File: src/rtl/i2c_sched_pkg.sv
// i2c_sched_pkg: shared state encoding, engine command codes and watchdog limit
package i2c_sched_pkg;
   typedef enum logic [3:0] {
      ST_IDLE, ST_START, ST_ADDR, ST_WAIT_TX, ST_WDATA, ST_RD, ST_PUSH, ST_STOP, ST_DONE
   } state_t;
   localparam logic [1:0] ENG_START = 2'b00;
   localparam logic [1:0] ENG_WRITE = 2'b01;
   localparam logic [1:0] ENG_READ  = 2'b10;
   localparam logic [1:0] ENG_STOP  = 2'b11;
   localparam logic [7:0] TIMEOUT_LIMIT = 8'd255;
   function automatic logic issues_cmd(input state_t s);
      return s == ST_START || s == ST_ADDR || s == ST_WDATA || s == ST_RD || s == ST_STOP;
   endfunction
endpackage

File: src/rtl/i2c_sched_wdog.sv
// i2c_sched_wdog: saturating wait counter; flags expiry once it sits at TIMEOUT_LIMIT while still waiting
module i2c_sched_wdog
   import i2c_sched_pkg::*;
(
   input  logic i_clk,
   input  logic i_reset,
   input  logic i_clr,
   input  logic i_wait,
   output logic o_expired
);
   logic [7:0] r_cnt;
   always_ff @(posedge i_clk) begin
      if (i_reset || i_clr) r_cnt <= '0;
      else if (i_wait && r_cnt != TIMEOUT_LIMIT) r_cnt <= r_cnt + 8'd1;
   end
   assign o_expired = i_wait && (r_cnt == TIMEOUT_LIMIT);
endmodule

File: src/rtl/i2c_xfer_sched.sv
// i2c_xfer_sched: sequences one I2C transfer into byte-level engine commands between TX/RX FIFOs.
// Define I2C_SCHED_TIMEOUT_EN to add the engine-response watchdog (err_timeout / eng_abort).
module i2c_xfer_sched
   import i2c_sched_pkg::*;
(
   input  logic       i_clk,
   input  logic       i_reset,
   input  logic       i_cmd_valid,
   output logic       o_cmd_ready,
   input  logic       i_cmd_rw,
   input  logic [6:0] i_cmd_addr,
   input  logic [4:0] i_cmd_len,
   output logic       o_tx_rd,
   input  logic [7:0] i_tx_data,
   input  logic       i_tx_empty,
   output logic       o_rx_wr,
   output logic [7:0] o_rx_data,
   input  logic       i_rx_full,
   output logic       o_eng_cmd_valid,
   output logic [1:0] o_eng_cmd,
   output logic [7:0] o_eng_wdata,
   output logic       o_eng_ack_out,
   input  logic       i_eng_done,
   input  logic       i_eng_nack,
   input  logic [7:0] i_eng_rdata,
   output logic       o_busy,
   output logic       o_done,
   output logic       o_err_nack,
   output logic       o_err_timeout,
   output logic       o_eng_abort
);
   state_t     r_state, w_next;
   logic       r_new, r_rw;
   logic [6:0] r_addr;
   logic [4:0] r_rem;
   logic [7:0] r_txb, r_rxb;
   logic       w_done, w_last, w_tmo;
   // r_new marks the issue cycle of a state; a done seen then belongs to nothing
   assign w_done = i_eng_done && !r_new;
   assign w_last = r_rem == 5'd1;
`ifdef I2C_SCHED_TIMEOUT_EN
   logic w_wait;
   assign w_wait = issues_cmd(r_state) && !r_new && !i_eng_done;
   i2c_sched_wdog u_wdog (
      .i_clk     (i_clk),
      .i_reset   (i_reset),
      .i_clr     (o_eng_cmd_valid),
      .i_wait    (w_wait),
      .o_expired (w_tmo)
   );
`else
   assign w_tmo = 1'b0;
`endif
   always_ff @(posedge i_clk) begin
      if (i_reset) begin
         r_state <= ST_IDLE;
         r_new   <= 1'b0;
      end else begin
         r_state <= w_next;
         r_new   <= w_next != r_state;
      end
   end
   always_comb begin
      w_next = r_state;
      case (r_state)
         ST_IDLE:    if (i_cmd_valid) w_next = ST_START;
         ST_START:   if (w_done) w_next = ST_ADDR;
         ST_ADDR:    if (w_done) w_next = (i_eng_nack || r_rem == 5'd0) ? ST_STOP : r_rw ? ST_RD : ST_WAIT_TX;
         ST_WAIT_TX: if (!i_tx_empty) w_next = ST_WDATA;
         ST_WDATA:   if (w_done) w_next = (i_eng_nack || w_last) ? ST_STOP : ST_WAIT_TX;
         ST_RD:      if (w_done) w_next = ST_PUSH;
         ST_PUSH:    if (!i_rx_full) w_next = w_last ? ST_STOP : ST_RD;
         ST_STOP:    if (w_done) w_next = ST_DONE;
         default:    w_next = ST_IDLE;
      endcase
      if (w_tmo) w_next = ST_IDLE;
   end
   always_comb begin
      o_cmd_ready     = r_state == ST_IDLE;
      o_busy          = r_state != ST_IDLE;
      o_eng_cmd_valid = r_new && issues_cmd(r_state);
      o_eng_cmd       = (r_state == ST_ADDR || r_state == ST_WDATA) ? ENG_WRITE :
                        r_state == ST_RD ? ENG_READ : r_state == ST_STOP ? ENG_STOP : ENG_START;
      o_eng_wdata     = r_state == ST_ADDR ? {r_addr, r_rw} : r_state == ST_WDATA ? r_txb : 8'h00;
      o_eng_ack_out   = r_state == ST_RD && !w_last;
      o_tx_rd         = r_state == ST_WAIT_TX && !i_tx_empty;
      o_rx_wr         = r_state == ST_PUSH && !i_rx_full;
      o_rx_data       = r_rxb;
      o_done          = r_state == ST_DONE;
      o_err_nack      = w_done && i_eng_nack && (r_state == ST_ADDR || r_state == ST_WDATA);
      o_err_timeout   = w_tmo;
      o_eng_abort     = w_tmo;
   end
   always_ff @(posedge i_clk) begin
      if (i_reset) begin
         r_rw   <= 1'b0;
         r_addr <= '0;
         r_rem  <= '0;
         r_txb  <= '0;
         r_rxb  <= '0;
      end else begin
         if (i_cmd_valid && o_cmd_ready) {r_rw, r_addr, r_rem} <= {i_cmd_rw, i_cmd_addr, i_cmd_len};
         else if ((r_state == ST_WDATA && w_done && !i_eng_nack) || o_rx_wr) r_rem <= r_rem - 5'd1;
         if (o_tx_rd) r_txb <= i_tx_data;
         if (r_state == ST_RD && w_done) r_rxb <= i_eng_rdata;
      end
   end
endmodule

File: config.mk
export PLATFORM = sky130hd
export DESIGN_NAME = i2c_xfer_sched
export DESIGN_NICKNAME = d
export VERILOG_FILES = /design/src/rtl/i2c_sched_pkg.sv /design/src/rtl/i2c_sched_wdog.sv /design/src/rtl/i2c_xfer_sched.sv
export SDC_FILE = /design/constraint.sdc
export NUM_CORES = 1
export LEC_CHECK = 0
export CAP_MARGIN = 20
export CELL_PAD_IN_SITES_DETAIL_PLACEMENT = 1
export CELL_PAD_IN_SITES_GLOBAL_PLACEMENT = 2
export CORE_ASPECT_RATIO = 1.2
export CORE_UTILIZATION = 35
export DETAILED_ROUTE_END_ITERATION = 10
export DONT_BUFFER_PORTS = 1
export PLACE_DENSITY = 0.77
export RECOVER_POWER = 100
export SYNTH_ARGS = -nofsm -noshare
export SYNTH_HDL_FRONTEND = slang
export SYNTH_SLANG_ARGS = --single-unit
File: constraint.sdc
create_clock -name i_clk -period 1.68 [get_ports i_clk]
set_input_delay 0 -clock i_clk [delete_from_list [all_inputs] [get_ports i_clk]]
set_output_delay 0 -clock i_clk [all_outputs]
set_load 0.1 [all_outputs]
* After elaboration in Yosys (flattened, before gate mapping)
Index checks and enable logic that the tools add are counted.
** Word-level totals
- Bits in registers :: 34
- Memories :: 0
- Word-level logic and storage cells :: 66
- Memory bits (writable) :: 0
- Input bits :: 36
- Latch bits :: 0
- Memory bits (read-only) :: 0
- Output and inout bits :: 28
** Cells by class
- Equal/unequal tests :: 10
- Div/mod/pow operators :: 0
- Reductions and logical operators :: 28
- $lt $le $gt $ge :: 0
- $mul :: 0
- Add/subtract/negate cells :: 1
- Bitwise gates (word level) :: 0
- Mux-type cells :: 20
- Shift-type cells :: 0
** Operators with widths (count)
- two-way mux 4 bit :: 8
- one-hot mux 4 bit (8 select lines) :: 1
- equality test 4 x 3 -> 1 bit, second input constant :: 4
- two-way mux 8 bit :: 2
- logical AND 1 bit :: 11
- two-way mux 5 bit :: 2
- two-way mux 3 bit :: 3
- equality test 4 x 2 -> 1 bit, second input constant :: 2
- logical OR 1 bit :: 8
- two-way mux 2 bit :: 4
- equality test 5 x 1 -> 1 bit, second input constant :: 1
- logical NOT 1 bit :: 5
- logical NOT 5 bit :: 1
- subtractor 5 x 1 -> 5 bit, second input constant :: 1
- equality test 4 x 1 -> 1 bit, second input constant :: 1
- equality test 4 bit, second input constant :: 1
- logical NOT 4 bit :: 1
- inequality test 4 bit :: 1
- nonzero test 4 bit :: 1
- nonzero test 2 bit :: 1

* Depth between registers and ports, before layout
- Depth in word-level cells :: 7
- Depth in mapped cells :: 10
- Depth with buffers taken out :: 7

* Worst setup path before layout
No wires, ideal clock.
- Path type :: register to output
- From :: reg r_state[1]
- To :: out o_rx_wr
- Cell stages (with the launch flop) :: 4
- Path buffers :: 2
- Path slack :: -2.308 ns
- Required time :: 1.680 ns
- Arrival :: 3.988 ns
- Cell sequence :: dfxtp_1 > buf_2 > buf_1 > nor4b_1
** Between the ends
- Word-level cells in the longest chain between the ends :: 2
** RTL lines
- from (decl) :: line i2c_xfer_sched.sv:32 : state_t r_state, w_next;
- from (signal assigned) :: line i2c_xfer_sched.sv:59 : r_state <= w_next;
- equality test 4 x 3 -> 1 bit :: line i2c_xfer_sched.sv:87 : o_rx_wr = r_state == ST_PUSH && !i_rx_full;
- logical AND 1 bit :: line i2c_xfer_sched.sv:87
- to (decl) :: line i2c_xfer_sched.sv:16 : output logic o_rx_wr,
No other way between the ends.

* Final worst setup path
- From :: reg r_new
- To :: reg r_new
** Between the ends
- Word-level cells in the longest chain between the ends :: 5
- Elaborated cells on any way between the ends :: 9
- Classes of those cells :: eq/ne: 1; mux: 6; reduce/logical: 2
** RTL lines
- from (decl) :: line i2c_xfer_sched.sv:33 : logic r_new, r_rw;
- from (signal assigned) :: line i2c_xfer_sched.sv:60 : r_new <= w_next != r_state;
- logical NOT 1 bit (*) :: line i2c_xfer_sched.sv:39 : assign w_done = i_eng_done && !r_new;
- logical AND 1 bit (*) :: line i2c_xfer_sched.sv:39
- two-way mux 4 bit (on tied branches)
- one-hot mux 4 bit (8 select lines) (*) :: line i2c_xfer_sched.sv:65 : case (r_state)
- inequality test 4 bit (*) :: line i2c_xfer_sched.sv:60
Mark *: on every way between the ends. The rest lies on a longest branch, timed or not.
A chain may end at the register's enable or synchronous reset.

==> metrics.md <==
| Metric | Value |
|---|---|
| Worst reg-to-reg setup slack | -0.07 ns |
| Post-synth EDFFs | 0 |
| Setup TNS | -0.2826 ns |
| Largest net degree at the start of global routing | 37 |
| Max Cap Violations | 0 |
| Largest family of logic cells by synthesized area | simple AND/OR/NAND/NOR gates |
| Die width | 68.38 um |
| Layout area overhead | 72.01% |
| Asr flop ratio synth | 0 |
| Fill cells | 550 |
| Initial antenna violation count | 0 |
| Die area | 0.005583 mm2 |
| HP Start | i_cmd_len[1] |
| Total CTS buffers | 5 |
| I/O Pins | 64 |
| Starting density of the core | 0.3694 |
| CTS Buffer Depth | 2 |
| Clock Skew | around 0.0043 ns |
| Setup Viol. Count Final | 12 |
| WL/cell | 20.38 um |
| Gr usage total | 0.2518 |
| Ant. Diodes | 0 |
| Hold Slack | 0.09588 ns |
| Outcome | complete, but fails checks |
| Compound-cell area share of the yosys netlist | 0.1873 |
| Vias | 2046 |
| Die height | 81.65 um |
| Finished Layout Cells | roughly 370 |
| Commonest non-fill, non-tap cells in the layout | dlygate4sd3_1, dfxtp_1, buf_4 |
| Setup CP Type | register to register |
| Clock Pin Slew Worst Setup and Hold Paths | 0.07 ns |
| Gpl congestion | 0.8703 |
| Final Critical Period | 1.751 ns |
| Post-synthesis mux area share | 0.09736 |
| CTS sink cnt | 34 |
| Placed Cells | approximately 310 |
| Area of the multi-input gates | 0.001282 mm2 |
| Register area share after synthesis | 0.3678 |
| Worst Setup End Kind | register |
| Grt total ovfl | 0 |
| Drt drc | 0 |
| Detail Placement HPWL | 4424 um |
| PD cells | 1813 mW/mm2 |
| Failing checks | setup timing |
| Slowest CP cell | or4b_1 |
| RSZ-0062 raised after global routing | yes |
| Vias per Instance | around 5.6 |
| Crit path launch | r_new |
| Cell area after layout | around 0.0032 mm2 |
| Leakage | ~1.3 nW |
| DRT Pass-1 Iters | 4 |
| Root buffer cell | clkbuf_8 |
| CTS tree | yes |
| Synth Flop Type | dfxtp_1 |
| Ys Warns | 0 |
| Achievable Freq | 571.0 MHz |
| Placed Area | 0.002500 mm2 |
| H-tree Lvls | 2 |
| Crit-path cells | nor2b_1 -> buf_4 -> nand2_1 -> o31ai_1 -> or4b_1 -> o311ai_1 |
| Fin. Hold Viols | 0 |
| Vias in the first global route | 2079 |
| Fin nets | 344 |
| Drt initial violations | 35 |
| Area share of and/or/nand/nor cells after synthesis | 0.2475 |
| Post-route setup slack | -0.07127 ns |
| Critical Path Max Stage Delay | about 0.55 ns |
| Post-Synthesis Cells | 225 |
| WP data arrival | 1.94 ns |
| Fin crit share | 1.042 |
| Mapped Area | 0.001851 mm2 |
| Register area | 695.7 um2 |
| Avg Cell Area, Syn | 8.225 um2 |
| Worst VDD drop | 0.0008848 V |
| XOR/XNOR Fraction of Synth Area | 0.009466 |
| Routed WL | approximately 7500 um |
| Worst R2R Start | r_new |
| Core Area | 0.005010 mm2 |
| Slew headroom | 0.6300 |
| Num rows | 28 |
| Final Max Tran Viols | 0 |
| Worst-Skew Late Latency | approximately 0.30 ns |
| Post-Synth Adder-Cell Area | 0.02028 |
| Maximum fanout along the worst path | 4 |
| Crit path launch type | register |
| Netlist cell types | 47 |
| Worst-margin pin slew | 0.5574 ns |
| Family with the most delay on the worst path | simple AND/OR/NAND/NOR gates |
| Yosys reg bits | 34 |
| Ratio of cells with drive above 1 in the final layout | 0.3464 |
| Port Buffers | 0 |
| Hold crit path type | primary input to register |
| Bufs and invs on worst path | 1 |
| First-pass GRT wire length | between 10000 and 15000 um |
| Post-DRT Antenna Nets | 0 |
| Worst path required time | 1.87 ns |
-- registers in the layout, summed over array words and instances (netlist names) --
register,flops
o_rx_data,8
r_addr,7
r_new,1
r_rem,5
r_rw,1
r_state,4
r_txb,8
-- synth_stat cells (all sizes together), types with 2 or more instances --
cell / n / share of area
nor2b: 5 / 0.017
dfxtp: 34 / 0.37
a211oi: 2 / 0.0081
buf: 15 / 0.048
nand2b: 3 / 0.010
a21o: 4 / 0.016
nor2: 31 / 0.064
o21ai: 6 / 0.016
a31oi: 2 / 0.0068
nand2: 28 / 0.057
inv: 6 / 0.012
ha: 3 / 0.020
o211ai: 2 / 0.0081
a21oi: 17 / 0.046
nor4b: 3 / 0.014
or3b: 2 / 0.0095
clkbuf: 4 / 0.0081
nor3: 5 / 0.016
nand3: 4 / 0.011
mux2i: 18 / 0.097
a22o: 8 / 0.038
xnor2: 2 / 0.0095
nor4: 3 / 0.018
a22oi: 2 / 0.0081
-- routing by layer --
| layer | wire length [um] | up-vias | GRT usage |
|---|---|---|---|
| met4 | 204 | 0 | 0.1208 |
| met1 | 2818 | 1014 | 0.2637 |
| met2 | 4118 | 64 | 0.4647 |
| li1 | - | 949 | - |
| met3 | 318 | 19 | 0.05139 |
| met5 | 0 | - | 0 |
-- path summary, 6_finish.rpt --
kind                                   to  cells past startpoint
worst min-delay path             r_rem[1]                      2
worst min register to register  r_addr[4]                      2
worst max-delay path                r_new                      6
worst max register to register      r_new                      6
-- cells by family (layout without fill, tap and decap cells) --
kind of cell               after synthesis  in the layout
adders and majority gates                3              3
xor gates and xnor gates                 2              2
other                                    1              2
muxes                                   18             18
DFF                                     34             34
and+or+nand+nor                         91             91
buffers and inverters                   25            105
AOI/OAI and AO/OA                       51             51
-- where the power goes --
group / switching [mW] / total, mW / internal, mW
registers: 0.284 / 1.28 / 0.993
logic: 2.28 / 3.71 / 1.43
clock network: 0.342 / 0.785 / 0.443
total: 2.91 / 5.77 / 2.86
-- metrics by stage --
stage	worst slack, ns	util	total power, mW
2_1_floorplan	-0.1333	-	3.523
3_3_place_gp	-0.02429	0.4990	4.250
3_5_place_dp	-0.1578	0.4990	4.366
4_1_cts	-0.03774	0.5972	5.341
5_1_grt	-0.1566	0.6354	6.029
6_report	-0.07127	0.6354	5.772
-- repair_timing --
item                                    CTS  global route
gates resized for setup                  15            24
hold endpoints to repair                 34             0
endpoints found under the setup margin   35            24
buffers inserted                          0            12
cloned                                    0             1
hold buffers                             31             0
pin swaps                                 1            14
-- final cells by class --
| class | count | share of cell area |
|---|---|---|
| Clock inverter | 2 | 0.01179 |
| Tap cell | 60 | 0.02358 |
| Clock buffer | 6 | 0.02280 |
| Sequential cell | 34 | 0.2186 |
| Multi-Input combinational cell | 167 | 0.4029 |
| Inverter | 6 | 0.01101 |
| Timing Repair Buffer | 91 | 0.3094 |
Note: power is estimated with default switching activity, not from simulation.
